<file path="config.mk">
export PLATFORM = sky130hd
export DESIGN_NAME = signals
export DESIGN_NICKNAME = d
export VERILOG_FILES = /design/src/rtl/signals.sv
export SDC_FILE = /design/constraint.sdc
export NUM_CORES = 1
export LEC_CHECK = 0
export ABC_CLOCK_PERIOD_IN_PS = 3100
export CAP_MARGIN = 10
export CORE_MARGIN = 2
export CORE_UTILIZATION = 34
export CTS_BUF_LIST = sky130_fd_sc_hd__clkbuf_2 sky130_fd_sc_hd__clkbuf_4 sky130_fd_sc_hd__clkbuf_8
export DETAILED_ROUTE_END_ITERATION = 12
export PLACE_DENSITY = 0.95
export REMOVE_ABC_BUFFERS = 1
export SKIP_CTS_REPAIR_TIMING = 1
export SYNTH_ARGS = -nofsm -noshare
export SYNTH_HDL_FRONTEND = slang
export SYNTH_SLANG_ARGS = --single-unit
</file>
<file path="constraint.sdc">
create_clock -name clk -period 3.1 [get_ports clk]
set_input_delay 0.775 -clock clk [delete_from_list [all_inputs] [get_ports clk]]
set_output_delay 0.775 -clock clk [all_outputs]
set_load 0.03 [all_outputs]
</file>
<file path="src/rtl/signals.sv">
// Control-signal decoder for a small stack machine.
// A one-hot four-phase sequencer (decode -> exec -> rdmem -> fetch) is
// combined with the current instruction to produce the datapath strobes,
// the immediate field mask and the ALU operation select.

package signals_alu_pkg;

    // ALU operation codes shared between this decoder and the ALU.
    localparam logic [5:0] ALU_A    = 6'h00;
    localparam logic [5:0] ALU_ADD  = 6'h01;
    localparam logic [5:0] ALU_ADDZ = 6'h02;
    localparam logic [5:0] ALU_INC2 = 6'h03;
    localparam logic [5:0] ALU_NOT  = 6'h04;
    localparam logic [5:0] ALU_B    = 6'h0F;

endpackage

module signals
    import signals_alu_pkg::*;
(
    input  logic        clk,
    input  logic        rst,
    input  logic [15:0] insn,

    output logic        imm,
    output logic        sign,
    output logic        src_a_stk0,
    output logic        src_a_fp,
    output logic        src_a_ip,
    output logic        src_a_cstk,
    output logic        wr_stk1,
    output logic        pop,
    output logic        push,
    output logic        load_stk,
    output logic        load_fp,
    output logic        load_ip,
    output logic        load_insn,
    output logic        cpop,
    output logic        cpush,
    output logic        byt,
    output logic        rd_mem,
    output logic        wr_mem,

    output logic [15:0] imm_mask,
    output logic [5:0]  alu_sel
);

    // One-hot phase encoding; the bit positions match the probe nets below.
    typedef enum logic [3:0] {
        PH_DECODE = 4'b0001,
        PH_EXEC   = 4'b0010,
        PH_RDMEM  = 4'b0100,
        PH_FETCH  = 4'b1000
    } phase_e;

    // Immediate masks for the three immediate-carrying instruction classes.
    localparam logic [15:0] MASK_PUSH = 16'h7FFF;
    localparam logic [15:0] MASK_JUMP = 16'h0FFE;
    localparam logic [15:0] MASK_MEM  = 16'h03FE;

    phase_e phase_q;
    phase_e phase_d;

    // Phase probe nets, kept under these exact names for hierarchical access.
    logic phase_decode;
    logic phase_exec;
    logic phase_rdmem;
    logic phase_fetch;
    logic insn_cpush;

    // Instruction class predicates.
    logic isPushImm;
    logic isJump;
    logic isJumpZero;
    logic isMemGroup;
    logic isMemLoad;
    logic isMemStore;
    logic isMemAddr;
    logic isAluOp;
    logic isGroup7;
    logic isRet;
    logic isLdd;

    // insn[9:7] carry no control meaning here; they only feed the immediate
    // field, which the datapath extracts through imm_mask.
    logic unused_insn_bits;

    assign phase_decode = (phase_q == PH_DECODE);
    assign phase_exec   = (phase_q == PH_EXEC);
    assign phase_rdmem  = (phase_q == PH_RDMEM);
    assign phase_fetch  = (phase_q == PH_FETCH);

    assign isPushImm  = insn[15];
    assign isJump     = (insn[15:12] == 4'b0000);
    assign isJumpZero = (insn[15:12] == 4'b0001);
    assign isMemGroup = (insn[15:13] == 3'b001);
    assign isMemLoad  = isMemGroup && (insn[11:10] == 2'b00);
    assign isMemStore = isMemGroup && (insn[11:10] == 2'b01);
    assign isMemAddr  = isMemGroup && insn[11];
    assign isAluOp    = (insn[15:11] == 5'b01110);
    assign isGroup7   = (insn[15:11] == 5'b01111);
    assign isRet      = isGroup7 && (insn[3:0] == 4'b0000);
    assign isLdd      = isGroup7 && (insn[3:1] == 3'b100);

    // A CALL pushes the return address during decode, before exec moves IP.
    assign insn_cpush = isJump && insn[0];

    assign unused_insn_bits = ^insn[9:7];

    // Advance through the four phases; any illegal encoding recovers to rdmem
    // so the next step is a clean fetch.
    always_comb begin
        phase_d = PH_RDMEM;
        case (phase_q)
            PH_DECODE: phase_d = PH_EXEC;
            PH_EXEC:   phase_d = PH_RDMEM;
            PH_RDMEM:  phase_d = PH_FETCH;
            PH_FETCH:  phase_d = PH_DECODE;
            default:   phase_d = PH_RDMEM;
        endcase
    end

    // Phase register; reset parks in rdmem so the first free edge fetches.
    always_ff @(posedge clk) begin
        if (rst) begin
            phase_q <= PH_RDMEM;
        end else begin
            phase_q <= phase_d;
        end
    end

    // Strobe, mask and ALU-select decode from the phase and instruction.
    // While reset is held the outputs are the quiet rdmem pattern regardless
    // of the instruction, so a load sitting in insn cannot touch memory.
    always_comb begin
        imm        = 1'b0;
        sign       = 1'b0;
        src_a_stk0 = 1'b0;
        src_a_fp   = 1'b0;
        src_a_ip   = 1'b0;
        src_a_cstk = 1'b0;
        wr_stk1    = 1'b0;
        pop        = 1'b0;
        push       = 1'b0;
        load_stk   = 1'b0;
        load_fp    = 1'b0;
        load_ip    = 1'b0;
        load_insn  = 1'b0;
        cpop       = 1'b0;
        cpush      = 1'b0;
        byt        = 1'b0;
        rd_mem     = 1'b0;
        wr_mem     = 1'b0;
        imm_mask   = 16'h0000;
        alu_sel    = ALU_A;

        if (rst) begin
            src_a_ip = 1'b1;
        end else begin
            case (phase_q)
                PH_FETCH: begin
                    src_a_ip  = 1'b1;
                    alu_sel   = ALU_INC2;
                    load_ip   = 1'b1;
                    load_insn = 1'b1;
                end

                PH_DECODE: begin
                    src_a_ip = 1'b1;
                    cpush    = insn_cpush;
                end

                PH_EXEC: begin
                    if (isPushImm) begin
                        imm        = 1'b1;
                        imm_mask   = MASK_PUSH;
                        src_a_stk0 = 1'b1;
                        alu_sel    = ALU_B;
                        push       = 1'b1;
                        load_stk   = 1'b1;
                    end else if (isJump || isJumpZero) begin
                        imm      = 1'b1;
                        imm_mask = MASK_JUMP;
                        sign     = 1'b1;
                        src_a_ip = 1'b1;
                        alu_sel  = isJumpZero ? ALU_ADDZ : ALU_ADD;
                        load_ip  = 1'b1;
                        pop      = isJumpZero;
                    end else if (isMemGroup) begin
                        imm        = 1'b1;
                        imm_mask   = MASK_MEM;
                        sign       = 1'b1;
                        src_a_fp   = ~insn[12];
                        src_a_cstk = insn[12];
                        alu_sel    = ALU_ADD;
                        rd_mem     = isMemLoad;
                        wr_mem     = isMemStore;
                        pop        = isMemStore;
                        push       = isMemAddr;
                        load_stk   = isMemAddr;
                    end else if (isAluOp) begin
                        src_a_stk0 = 1'b1;
                        alu_sel    = insn[5:0];
                        pop        = insn[6];
                        load_stk   = 1'b1;
                    end else if (isRet) begin
                        src_a_cstk = 1'b1;
                        load_ip    = 1'b1;
                        cpop       = 1'b1;
                    end else if (isLdd) begin
                        src_a_stk0 = 1'b1;
                        rd_mem     = 1'b1;
                    end else begin
                        src_a_stk0 = 1'b1;
                    end
                end

                PH_RDMEM: begin
                    src_a_ip = 1'b1;
                    if (isMemLoad) begin
                        rd_mem   = 1'b1;
                        push     = 1'b1;
                        load_stk = 1'b1;
                    end else if (isLdd) begin
                        rd_mem   = 1'b1;
                        load_stk = 1'b1;
                        byt      = insn[0];
                    end
                end

                default: begin
                    src_a_ip = 1'b1;
                end
            endcase
        end
    end

endmodule

</file>
==> results.txt <==
----------------------------------------------------
[Layout]
  Leading registers by flop count ... phase_q (4)
  Largest reg by FF count ... phase_q
  Synthesis-to-finish area growth ... 75.8%
  Layout cells sized above 1 ... 0.397
  Diodes inserted ... 0
  Flip-flop count of the largest register after layout ... 4
  Final core utilization ... 0.645
  Finished Layout Cells ... 176
  Post-route cell area ... 0.00113 mm2
  Net count of the finished layout ... 171

[Synthesis]
  Xor/xnor share of the synthesized area ... 0.0137
  Fraction of post-synthesis cell area in the top cell type by area ... 0.176
  Synth area leaders ... buf_4 (18%), dfxtp_1 (13%), nor2_1 (8.2%), a21oi_1 (7.0%), and3_1 (6.8%)
  Synth warnings ... 0
  Mean area per synthesized cell ... 6.41 um2
  EDFF count, synth ... 0
  Complex-gate fraction of the synthesized area ... 0.197
  Share of synthesized cell area in and, or, nand and nor gates ... 0.439
  Largest area contributor in the netlist ... buf_4
  Top post-synthesis cells by count ... buf_4 (15), nor2_1 (14), a21oi_1 (9)
  Async S/R FF share, synth ... 0
  Share of cell area taken by muxes after synthesis ... 0
  Cell with the most instances after synthesis ... buf_4
  Area share of fa/ha/maj cells after synthesis ... 0
  Synthesized instance count ... 100
  Cell Area, Synth ... 641 um2
  Most used flip-flop cell after synthesis ... dfxtp_1
  Main combinational cell family by area after synthesis ... simple AND/OR/NAND/NOR gates
  Post-synthesis sequential element count ... 4
  Sequential cell area fraction in the yosys report ... 0.125
  Distinct cells, synth ... 31

[Route]
  Via/cell ratio ... 5.05
  DRC ... 0
  First-pass iteration count of the detailed router ... 4
  DRT antenna net count ... 0
  Total number of vias ... 889
  Routed length per placed instance ... 13.0 um
  First DRT Iteration DRCs ... 13
  Total length of routed wires ... 2280 um

[Pwr]
  Pwr Density ... 200 mW/mm2
  Flop pwr share ... 0.291
  Relative contribution of combinational cells to total power ... 0.405
  Leak Pwr ... 0.570 nW
  Worst vdd ir ... 0.125 mV
  Cell internal pwr ... 0.000143 W
  Clock group share of total power ... 0.304
  Switching part of the total power ... 0.366
  Sw Pwr ... 0.0000826 W

[Worst setup path]
  Worst Setup End Kind ... output pin
  Nature of the critical path startpoint ... input port
  Largest fanout of any net on the critical path ... 8
  Required time of the critical path ... 2320 ps
  Path type of the worst setup path ... input port to output pin
  Crit path arrival time ... 2230 ps
  Reg2reg setup slack ... 2200 ps

[Die]
  I/O pin cnt ... 58
  Die area ... 0.00225 mm2
  Floorplan die width ... 47.4 um
  Area inside the core boundary ... 0.00175 mm2
  Height of the die ... 47.4 um
  Effective utilization at floorplan ... 0.367
  Number of core rows ... 15

[CTS]
  Number of clock sinks seen by CTS ... 4
  Clock tree from TritonCTS ... yes
  Number of buffers added by the clock tree synthesis step ... 3
  Bufs on Longest Clock Path ... 2
  CTS H-tree depth ... 1
  Root Buffer Master ... clkbuf_4
  Worst-skew pair later-pin latency ... 250 ps
  Register clock-pin slew on the reported worst setup and hold paths ... 40 ps

[GRT]
  Global-route wire length before repair ... 3240 um
  Busiest grt layer ... met2
  GR Util met1 ... 0.217
  Via count of the first global-routing pass ... 788
  Met3 demand-to-capacity share in global routing ... 0.0192
  Pin count of the biggest net entering global routing ... 10
  Met2 routing resource usage after global routing ... 0.384
  Antenna violations before repair ... 0
  All-Layer GR Usage ... 0.200
  Remaining Overflow, GRT ... 0

[Timing]
  Max Transition Viols Final ... 0
  Number of hold violations in the final report ... 0
  Final cycle utilization of the critical path ... 0.968
  Setup repair after global routing missed its margin ... no
  Clk_skew ... 9.46 ps
  Number of setup violations in the final report ... 0
  Minimum clock period after layout ... 3000 ps
  Sum of negative setup slack ... 0 ps
  Top achievable clock speed ... 0.333 GHz
  Worst hold slack across all endpoints ... 547 ps

[Place]
  GP Congestion ... 0.869
  Cell area after placement ... 0.00106 mm2
  Half-perimeter wire length after detailed placement ... 1810 um
  Cell count after placement ... 172
  Quantity of I/O buffers inserted on ports ... 51

[Run status]
  Outcome ... finished clean

[Run]
  Max Cap Viol ... 0

[Worst hold path]
  Worst hold-check path type ... flop to flop

----------------------------------------------------
-- cells by family after synthesis --
| kind of cell | count (synthesis) |
|---|---|
| AO/OA/AOI/OAI | 21 |
| XOR/XNOR | 1 |
| buffers and inverters | 22 |
| flip-flops | 4 |
| other | 1 |
| AND/OR/NAND/NOR | 51 |
-- cells in the final DEF (no fill, tap or decap), types with 2 or more instances in the layout --
master           Yosys  layout
buf_4               15      48
nor2_1              14      14
clkdlybuf4s50_1      0      13
a21oi_1              9       8
and3_1               7       7
nand2_1              7       6
o21ai_0              6       6
inv_1                4       4
nor2b_1              4       4
dfxtp_1              4       4
nor3_2               2       3
conb_1               1       3
clkbuf_4             0       3
or3_1                2       2
nand3_1              2       2
and4_1               2       2
and2_1               2       2
dlymetal6s2s_1       0       2
-- stage by stage --
stage	power (W)	setup WS, ps
2_1_floorplan	0.000107	-2740
3_3_place_gp	0.000149	53.1
3_5_place_dp	0.000153	14.4
4_1_cts	0.000222	14.3
5_1_grt	0.000240	11.8
6_report	0.000226	98.3
-- area by class of cell --
cell class,instances,area [um2]
Fill cell,155,619
Timing Repair Buffer,64,527
Multi-Input combinational cell,76,450
Sequential cell,4,80.1
Tap cell,25,31.3
Clock buffer,3,22.5
Inverter,4,15.0
-- worst max-delay path, cell delays in order --
cell,delay [ps]
clkdlybuf4s50_1,470
buf_4,150
and4_1,240
nand3_1,180
a21boi_1,210
buf_4,190
-- worst paths after layout --
check                             start               endpoint  cells after the start
setup reg to reg  phase_q[0]$_SDFF_PP0_  phase_q[3]$_SDFF_PP0_                      3
hold reg to reg   phase_q[1]$_SDFF_PP0_  phase_q[2]$_SDFF_PP1_                      2
hold / removal    phase_q[1]$_SDFF_PP0_  phase_q[2]$_SDFF_PP1_                      2
setup / recovery               insn[13]             src_a_cstk                      6
-- metal layers --
metal / routed length [um] / vias to the layer above
li1: - / 434
met3: 152 / 6
met5: 0 / -
met4: 50 / 0
met1: 848 / 402
met2: 1230 / 47
-- power groups by stage --
stage / logic [W] / clock network [W] / registers [W]
floorplan: 0.0000439 / 0 / 0.0000635
global placement: 0.0000843 / 0 / 0.0000646
detailed placement: 0.0000875 / 0 / 0.0000655
CTS: 0.0000880 / 0.0000691 / 0.0000647
global route: 0.0000990 / 0.0000741 / 0.0000669
finish: 0.0000915 / 0.0000686 / 0.0000656
No activity file was read; power rests on OpenSTA's default activity.
